$ cat src/rtl/rv_iopmp_pkg.sv
// ----------------------------------------------------------------------------
// rv_iopmp_pkg
// Shared types for the IOPMP per-transaction sequencer.
//   access_t        : transaction access type (read / write / execute)
//   seq_state_e     : sequencer FSM states (IDLE, SCAN, RESP)
//   seq_rsp_t       : captured decision (allow, err, err_type, err_index)
//   ERR_TYPE_NO_HIT : error type the datapath reports when no entry matched
// ----------------------------------------------------------------------------
package rv_iopmp_pkg;

    typedef enum logic [1:0] {
        ACC_NONE  = 2'd0,
        ACC_READ  = 2'd1,
        ACC_WRITE = 2'd2,
        ACC_EXEC  = 2'd3
    } access_t;

    typedef enum logic [1:0] {
        IDLE = 2'd0,
        SCAN = 2'd1,
        RESP = 2'd2
    } seq_state_e;

    typedef struct packed {
        logic        allow;
        logic        err;
        logic [2:0]  err_type;
        logic [15:0] err_index;
    } seq_rsp_t;

    localparam logic [2:0] ERR_TYPE_NO_HIT = 3'h5;

endpackage

$ cat src/rtl/rv_iopmp_seq_window_ctr.sv
// ----------------------------------------------------------------------------
// rv_iopmp_seq_window_ctr
// Counts which window of NUMBER_INSTANCES entries the datapath is looking at
// and turns that count into the window's base entry index.
// Ports:
//   clk_i, rst_ni : clock, asynchronous active-low reset
//   clr_i         : restart at window 0 (takes priority over inc_i)
//   inc_i         : advance to the next window
//   last_o        : current window is the final one (NUM_WINDOWS-1)
//   offset_o      : window count * NUMBER_INSTANCES, zero-extended to 9 bits
// ----------------------------------------------------------------------------
module rv_iopmp_seq_window_ctr #(
    parameter int unsigned NUMBER_INSTANCES = 8,
    parameter int unsigned NUM_WINDOWS      = 4
) (
    input  logic       clk_i,
    input  logic       rst_ni,
    input  logic       clr_i,
    input  logic       inc_i,
    output logic       last_o,
    output logic [8:0] offset_o
);

    // A single window still needs a one-bit counter so the port widths stay legal.
    localparam int unsigned CNT_W = (NUM_WINDOWS > 1) ? $clog2(NUM_WINDOWS) : 1;

    logic [CNT_W-1:0] r_cnt;
    logic [9:0]       w_offset_full;

    always_ff @(posedge clk_i or negedge rst_ni) begin
        if (!rst_ni) begin
            r_cnt <= '0;
        end else if (clr_i) begin
            r_cnt <= '0;
        end else if (inc_i) begin
            r_cnt <= r_cnt + CNT_W'(1);
        end
    end

    assign last_o = (r_cnt == CNT_W'(NUM_WINDOWS - 1));

    // Entry count is capped at 512, so the product always fits in 9 bits;
    // one spare bit keeps the multiply free of truncation warnings.
    assign w_offset_full = 10'(r_cnt) * 10'(NUMBER_INSTANCES);
    assign offset_o      = w_offset_full[8:0];

endmodule

$ cat src/rtl/rv_iopmp_dl_sequencer.sv
// ----------------------------------------------------------------------------
// rv_iopmp_dl_sequencer
// Time-multiplexes the IOPMP matching/decision datapath over all entries.
// A request is latched, windows of NUMBER_INSTANCES entries are stepped from
// offset 0 upward, and the first window that yields a decision produces the
// allow/error response returned over a valid/ready handshake.
//
// Ports:
//   clk_i, rst_ni               : clock, asynchronous active-low reset
//   req_valid_i / req_ready_o   : request handshake (ready only in IDLE)
//   req_sid_i/addr_i/access_i   : request fields, latched on acceptance
//   dp_sid_o/addr_o/access_o    : latched request driven to the datapath
//   dp_entry_offset_o           : base entry index of the current window
//   dp_allow_i/err_i/err_type_i/err_index_i : datapath result for the window
//   rsp_valid_o / rsp_ready_i   : response handshake (valid only in RESP)
//   rsp_allow_o/err_o/err_type_o/err_index_o : captured decision
//   busy_o                      : a transaction is in flight
//
// Configuration macro: RV_IOPMP_SEQ_CONST_LATENCY_EN
//   Defined   : every scan walks all windows; the first decisive window's
//               result is kept, so response latency never reveals which
//               entry matched.
//   Undefined : scan stops at the first decisive window.
// ----------------------------------------------------------------------------
module rv_iopmp_dl_sequencer
    import rv_iopmp_pkg::*;
#(
    parameter int unsigned SID_WIDTH        = 8,
    parameter int unsigned ADDR_WIDTH       = 64,
    parameter int unsigned NUMBER_ENTRIES   = 32,
    parameter int unsigned NUMBER_INSTANCES = 8
) (
    input  logic                  clk_i,
    input  logic                  rst_ni,
    input  logic                  req_valid_i,
    output logic                  req_ready_o,
    input  logic [SID_WIDTH-1:0]  req_sid_i,
    input  logic [ADDR_WIDTH-1:0] req_addr_i,
    input  access_t               req_access_i,
    output logic [SID_WIDTH-1:0]  dp_sid_o,
    output logic [ADDR_WIDTH-1:0] dp_addr_o,
    output access_t               dp_access_o,
    output logic [8:0]            dp_entry_offset_o,
    input  logic                  dp_allow_i,
    input  logic                  dp_err_i,
    input  logic [2:0]            dp_err_type_i,
    input  logic [15:0]           dp_err_index_i,
    output logic                  rsp_valid_o,
    input  logic                  rsp_ready_i,
    output logic                  rsp_allow_o,
    output logic                  rsp_err_o,
    output logic [2:0]            rsp_err_type_o,
    output logic [15:0]           rsp_err_index_o,
    output logic                  busy_o
);

    localparam int unsigned NUM_WINDOWS = NUMBER_ENTRIES / NUMBER_INSTANCES;

    seq_state_e            r_state;
    logic [SID_WIDTH-1:0]  r_sid;
    logic [ADDR_WIDTH-1:0] r_addr;
    access_t               r_access;
    seq_rsp_t              r_rsp;
`ifdef RV_IOPMP_SEQ_CONST_LATENCY_EN
    logic                  r_decided;
`endif

    logic     w_accept;
    logic     w_scan;
    logic     w_decisive;
    logic     w_last;
    logic     w_ctr_inc;
    seq_rsp_t w_cur_rsp;

    assign w_accept   = (r_state == IDLE) && req_valid_i;
    assign w_scan     = (r_state == SCAN);
    assign w_decisive = dp_err_i | dp_allow_i;

`ifdef RV_IOPMP_SEQ_CONST_LATENCY_EN
    assign w_ctr_inc = w_scan && !w_last;
`else
    assign w_ctr_inc = w_scan && !w_decisive && !w_last;
`endif

    rv_iopmp_seq_window_ctr #(
        .NUMBER_INSTANCES (NUMBER_INSTANCES),
        .NUM_WINDOWS      (NUM_WINDOWS)
    ) u_window_ctr (
        .clk_i    (clk_i),
        .rst_ni   (rst_ni),
        .clr_i    (w_accept),
        .inc_i    (w_ctr_inc),
        .last_o   (w_last),
        .offset_o (dp_entry_offset_o)
    );

    // Decision offered by the current window. Error wins over allow; a window
    // with neither yields the all-zero "no decision" value, which is exactly
    // what is reported when the last window is reached with the datapath off.
    always_comb begin
        w_cur_rsp = '0;
        if (dp_err_i) begin
            w_cur_rsp.err       = 1'b1;
            w_cur_rsp.err_type  = dp_err_type_i;
            w_cur_rsp.err_index = dp_err_index_i;
        end else if (dp_allow_i) begin
            w_cur_rsp.allow = 1'b1;
        end
    end

    // Request latch, decision capture and the IDLE -> SCAN -> RESP sequence.
    always_ff @(posedge clk_i or negedge rst_ni) begin
        if (!rst_ni) begin
            r_state  <= IDLE;
            r_sid    <= '0;
            r_addr   <= '0;
            r_access <= ACC_NONE;
            r_rsp    <= '0;
`ifdef RV_IOPMP_SEQ_CONST_LATENCY_EN
            r_decided <= 1'b0;
`endif
        end else begin
            case (r_state)
                IDLE: begin
                    if (req_valid_i) begin
                        r_sid    <= req_sid_i;
                        r_addr   <= req_addr_i;
                        r_access <= req_access_i;
                        r_state  <= SCAN;
`ifdef RV_IOPMP_SEQ_CONST_LATENCY_EN
                        r_decided <= 1'b0;
`endif
                    end
                end
                SCAN: begin
`ifdef RV_IOPMP_SEQ_CONST_LATENCY_EN
                    // Keep loading until something decisive lands; after that
                    // later windows may not disturb the captured decision.
                    if (!r_decided) begin
                        r_rsp <= w_cur_rsp;
                    end
                    if (w_decisive) begin
                        r_decided <= 1'b1;
                    end
                    if (w_last) begin
                        r_state <= RESP;
                    end
`else
                    if (w_decisive || w_last) begin
                        r_rsp   <= w_cur_rsp;
                        r_state <= RESP;
                    end
`endif
                end
                RESP: begin
                    if (rsp_ready_i) begin
                        r_state <= IDLE;
                    end
                end
                default: begin
                    r_state <= IDLE;
                end
            endcase
        end
    end

    assign req_ready_o     = (r_state == IDLE);
    assign busy_o          = (r_state != IDLE);
    assign rsp_valid_o     = (r_state == RESP);
    assign dp_sid_o        = r_sid;
    assign dp_addr_o       = r_addr;
    assign dp_access_o     = r_access;
    assign rsp_allow_o     = r_rsp.allow;
    assign rsp_err_o       = r_rsp.err;
    assign rsp_err_type_o  = r_rsp.err_type;
    assign rsp_err_index_o = r_rsp.err_index;

endmodule

$ cat config.mk
export PLATFORM = sky130hd
export DESIGN_NAME = rv_iopmp_dl_sequencer
export DESIGN_NICKNAME = d
export VERILOG_FILES = /design/src/rtl/rv_iopmp_pkg.sv /design/src/rtl/rv_iopmp_seq_window_ctr.sv /design/src/rtl/rv_iopmp_dl_sequencer.sv
export SDC_FILE = /design/constraint.sdc
export NUM_CORES = 1
export LEC_CHECK = 0
export ABC_AREA = 1
export BUFFER_PORTS_ARGS = -buffer_cell sky130_fd_sc_hd__buf_4
export CORE_MARGIN = 1.5
export CORE_UTILIZATION = 40
export CTS_BUF_LIST = sky130_fd_sc_hd__clkbuf_16
export DETAILED_ROUTE_END_ITERATION = 10
export PLACE_DENSITY = 0.75
export SLEW_MARGIN = 20
export SYNTH_ARGS = -nofsm -noshare
export SYNTH_HDL_FRONTEND = slang
export SYNTH_HIERARCHICAL = 1
export SYNTH_SLANG_ARGS = --single-unit
export TNS_END_PERCENT = 30
$ cat constraint.sdc
create_clock -name clk_i -period 1.2 [get_ports clk_i]
set_clock_uncertainty 0.1 [all_clocks]
set_input_delay 0.12 -clock clk_i [delete_from_list [all_inputs] [get_ports clk_i]]
set_output_delay 0.12 -clock clk_i [all_outputs]
set_load 0.02 [all_outputs]
## Word-level counts from Yosys, hierarchy flattened

Cells that the tools add are included.

| cells by class | value |
|---|---|
| multiplexer cells | 9 |
| reductions and logical operators | 12 |
| equality and inequality tests | 6 |
| bitwise operators | 1 |
| add/subtract/negate cells | 1 |

Operators with widths:

| operator | number |
|---|---|
| 20-bit two-way mux | 1 |
| 2-bit two-way mux | 5 |
| 2-bit case mux with 3 select lines | 1 |
| 2-bit == test (second input constant) | 2 |
| 2-bit by 1-bit != test with 1-bit output (second input constant) | 2 |
| 2-bit AND reduction | 2 |
| 2-bit nonzero test | 2 |
| 1-bit logical AND | 3 |
| 3-bit AND reduction | 1 |
| 2-bit by 1-bit adder with 2-bit output (second input constant) | 1 |
| 2-bit by 1-bit == test with 1-bit output (second input constant) | 1 |
| 1-bit zero test | 2 |
| 2-bit zero test | 1 |
| 1-bit two-way mux | 2 |
| 2-bit != test (second input constant) | 1 |
| 1-bit logical OR | 1 |
| 1-bit OR | 1 |

| storage, ports and cells | value |
|---|---|
| logic and storage cells | 38 |
| input bits | 99 |
| register bits | 99 |
| output and inout bits | 107 |

## Logic depth before layout (Yosys ltp)

| depth | value |
|---|---|
| word-level depth | 6 |
| gate-level depth with buffers | 7 |
| mapped depth without buffers | 7 |

## Modules after synthesis

Netlist, hierarchy kept.

By module, submodules not included:

| module | instances | cells each | seq. area each (um2) | area an instance (um2) |
|---|---|---|---|---|
| rv_iopmp_dl_sequencer | 1 | 419 | 2427.3 | 3732.3 |
| rv_iopmp_seq_window_ctr | 1 | 20 | 50.0 | 153.9 |

## Worst setup path after synthesis

No wires, ideal clock.

| path | value |
|---|---|
| path kind | reg-to-reg |
| from | register u_window_ctr.r_cnt[0] |
| to | register r_state[1] |
| path slack | -0.165 ns |
| setup time | 0.130 ns |
| buffers on the path | 1 |
| period minus slack after synthesis | 1.365 ns |
| data required time | 0.970 ns |
| cell stages (with the launch flop) | 7 |
| arrival | 1.135 ns |
| cell sequence | dfrtp_1 ha_1 inv_1 nand2_1 nand2_1 buf_2 o21ai_0 |

| on the way | value |
|---|---|
| cells in the longest elaborated chain, start to end | 4 |

Ends and longest elaborated chain:

| item | RTL line | source |
|---|---|---|
| start, declared | rv_iopmp_seq_window_ctr.sv:27 | `logic [CNT_W-1:0] r_cnt;` |
| start signal, assigned | rv_iopmp_seq_window_ctr.sv:36 | `r_cnt <= r_cnt + CNT_W'(1);` |
| 2-bit == test | rv_iopmp_seq_window_ctr.sv:40 | `assign last_o = (r_cnt == CNT_W'(NUM_WINDOWS - 1));` |
| named net w_last | rv_iopmp_dl_sequencer.sv:71 | `logic w_last;` |
| 1-bit logical OR | rv_iopmp_dl_sequencer.sv:149 | `if (w_decisive \|\| w_last) begin` |
| 2-bit by 1-bit != test with 1-bit output (no line) | n/a |  |
| 3-bit AND reduction (no line) | n/a |  |
| end signal, assigned | rv_iopmp_dl_sequencer.sv:151 | `r_state <= RESP;` |
| end signal, assigned | rv_iopmp_dl_sequencer.sv:157 | `r_state <= IDLE;` |
| end signal, assigned | rv_iopmp_dl_sequencer.sv:161 | `r_state <= IDLE;` |
| end, declared | rv_iopmp_dl_sequencer.sv:59 | `seq_state_e r_state;` |

The timed path passes the listed nets, and every way through them passes these cells.
A chain may end at the register's enable or synchronous reset.

## Final worst setup path

| path | value |
|---|---|
| from | register r_state[0] |
| to | output busy_o |

| on the way | value |
|---|---|
| cells in the longest elaborated chain, start to end | 1 |

Ends and longest elaborated chain:

| item | RTL line | source |
|---|---|---|
| start signal, assigned | rv_iopmp_dl_sequencer.sv:114 | `r_state <= IDLE;` |
| start signal, assigned | rv_iopmp_dl_sequencer.sv:129 | `r_state <= SCAN;` |
| start signal, assigned | rv_iopmp_dl_sequencer.sv:151 |  |
| 2-bit nonzero test | rv_iopmp_dl_sequencer.sv:168 | `assign busy_o = (r_state != IDLE);` |
| end, declared | rv_iopmp_dl_sequencer.sv:54 | `output logic busy_o` |

No other way between the ends.

==> results.txt <==
Setup Viol. Count Final = 101
maximum fanout along the worst path = 3
post-synth top area cell = dfrtp_1
Clock Latency Late Sink = 0.32 ns
Arrival @ worst endpoint = 1.17 ns
Highest Clock Rate = 721 MHz
crit path capture type = output pin
Initial DRT Pass Iterations = 4
FF-to-FF path depth = 6
number of CTS-inserted buffers = 9
Total GRT Usage = 0.237
Startpoint Class = flip-flop
status = finished, violations left
Post-Syn Instances = 439
wire length per cell = 14.0 µm
Seq/Total Area, Yosys = 0.637
Setup TNS = -9.78 ns
initial core utilization = 0.417
Final Max Tran Viols = 0
Hold Slack = 0.113 ns
row count = 35
post-DP HPWL = 7220 µm
total gr overflow = 0
share of layout cells above drive strength 1 = 0.326
final hold vios = 0
first-pass GRT wire length = 19100 µm
setup ws final = -0.188 ns
Tmin final = 1.39 ns
EDFF count, synth = 0
number of global-route vias before repair = 4083
routed via count = 3955
mapped cell area = 0.00389 mm²
top cell type's share of synthesized area = 0.637
DRT iter0 DRCs = 97
Synth top cells by count = nand2_1 (290), dfrtp_1 (99), buf_4 (14), inv_1 (7)
register-to-register setup slack = -0.16 ns
I/O pin cnt = 206
clock buffer depth = 2
pwr/cell area = 2460 mW/mm²
FF-to-FF End = dp_addr_o[27]$_DFFE_PN0P_
Die Width = 102 µm
Distinct cells, synth = 15
PortBufs = 198
failing checks = negative setup slack
Main synth FF type = dfrtp_1
Crit Path Class = reg -> out
drt drc = 0
RR Startpoint = r_state[0]$_DFFE_PN0P_
RSZ-0062 raised after global routing = true
Worst Path Required = 0.98 ns
cell chosen for the clock root = clkbuf_16
main area contributors after synthesis = dfrtp_1 (64%), nand2_1 (28%), buf_4 (2.7%)
hold crit path type = in -> reg
P_leak = 3.84 nW
Final Cycle Share = 1.16
post-synthesis register bit count = 99
pin count of the biggest net entering global routing = 41
CTS tree = yes
VDD IR max = 1550 µV
die height = 102 µm
Syn Area/Cell = 8.85 µm²
vias per cell = 4.49
Critical Path Sink = busy_o
number of routed nets with antenna violations = 0
DIE AREA = 0.0103 mm²
Max-cap violations = 0
routability cong. = 0.782
Total Wirelength = 12400 µm
initial antenna violation count = 0
Nets = 847
Antenna diodes = 0
YS warnings = 6
clock-pin slew on the worst setup and hold paths = 0.06 ns
Area growth syn-to-layout = 79.2%
Async S/R FF share, synth = 1.00
Placeable Area = 0.00933 mm²
most common cell in the synthesized netlist = nand2_1
H-tree depth = 3
Worst setup startpoint = r_state[0]$_DFFE_PN0P_
clk sinks = 99
flip-flops by register name, summed over array words and instances (netlist names):
signal and cells:
dp_access_o 2, dp_addr_o 64, dp_sid_o 8, r_state 2, rsp_allow_o 1, rsp_err_index_o 16
rsp_err_o 1, rsp_err_type_o 3, u_window_ctr/r_cnt 2
through the flow:
stage | instance area, µm² | instances | utilization | total power (W) | setup WS (ns)
floorplan | 3950 | 445 | - | 0.00998 | -0.0865
global placement | 5580 | 767 | 0.598 | 0.0133 | -0.0569
detailed placement | 5580 | 767 | 0.598 | 0.0135 | -0.146
CTS | 6930 | 879 | 0.743 | 0.0170 | -0.197
global route | 6970 | 880 | 0.747 | 0.0181 | -0.230
finish | 6970 | 880 | 0.747 | 0.0171 | -0.188
where the power goes:
group | internal (W) | switching (W)
Combinational | 0.00363 | 0.00467
Clock | 0.00180 | 0.00118
Sequential | 0.00489 | 0.000925
logic make-up after synthesis:
| group | count (synthesis) | synth area share |
|---|---|---|
| other | 1 | 0.000965 |
| buffers and inverters | 35 | 0.0609 |
| flip-flops | 99 | 0.637 |
| AND/OR/NAND/NOR | 302 | 0.296 |
| adder cells (fa/ha/maj) | 1 | 0.00322 |
| AO/OA/AOI/OAI | 1 | 0.00129 |
worst min path at each step:
| stage | from | end | cells past startpoint |
|---|---|---|---|
| final | dp_err_i | rsp_err_o$_DFFE_PN0P_ | 4 |
| after floorplan | rst_ni | dp_access_o[0]$_DFFE_PN0P_ | 0 |
| after detailed placement | rst_ni | dp_sid_o[5]$_DFFE_PN0P_ | 2 |
| after global placement | rst_ni | dp_sid_o[5]$_DFFE_PN0P_ | 2 |
| after global routing | dp_err_i | rsp_err_o$_DFFE_PN0P_ | 4 |
| after CTS | dp_err_i | r_state[0]$_DFFE_PN0P_ | 5 |
worst max-delay path: stages (launching register included):
cell	delay (ns)
dfrtp_2	0.44
nor2_4	0.14
buf_6	0.12
inv_2	0.03
buf_6	0.12
per-layer routing:
metal | track usage | routed length, µm | vias to the layer above
met5 | 0 | 0 | -
met2 | 0.418 | 6360 | 177
met1 | 0.281 | 4910 | 1845
met3 | 0.0538 | 807 | 28
met4 | 0.0908 | 289 | 0
li1 | - | - | 1905
placed cells by master (no fill, tap or decap):
master	netlist	routed
nand2_1	290	289
buf_4	14	200
dlygate4sd3_1	0	97
dfrtp_1	99	96
buf_6	6	12
clkbuf_16	0	10
inv_1	7	7
conb_1	1	7
buf_12	0	6
nor2_1	6	5
inv_2	2	3
nand3_1	3	3
dfrtp_2	0	3
nor2_4	1	2
nand2_2	1	2
bufinv_16	0	2
inv_6	0	1
o21ai_0	1	1
nand3b_1	1	1
clkinv_4	0	1
clkinvlp_4	0	1
buf_8	0	1
ha_2	0	1
repair_timing:
item,CTS,global route
gates resized for setup,21,4
endpoints found under the hold margin,194,0
hold buffers,97,0
endpoints found under the setup margin,103,104
buffers inserted,0,0
gates cloned,0,1
pin swaps,1,1
layout make-up:
type / instances / area (µm²)
Clock buffer: 9 / 225
Clock inverter: 6 / 83.8
Fill cell: 628 / 2360
Inverter: 9 / 38.8
Multi-Input combinational cell: 311 / 1210
Sequential cell: 99 / 2480
Tap cell: 129 / 161
Timing Repair Buffer: 317 / 2770
Power figures use the tool's default switching activity.
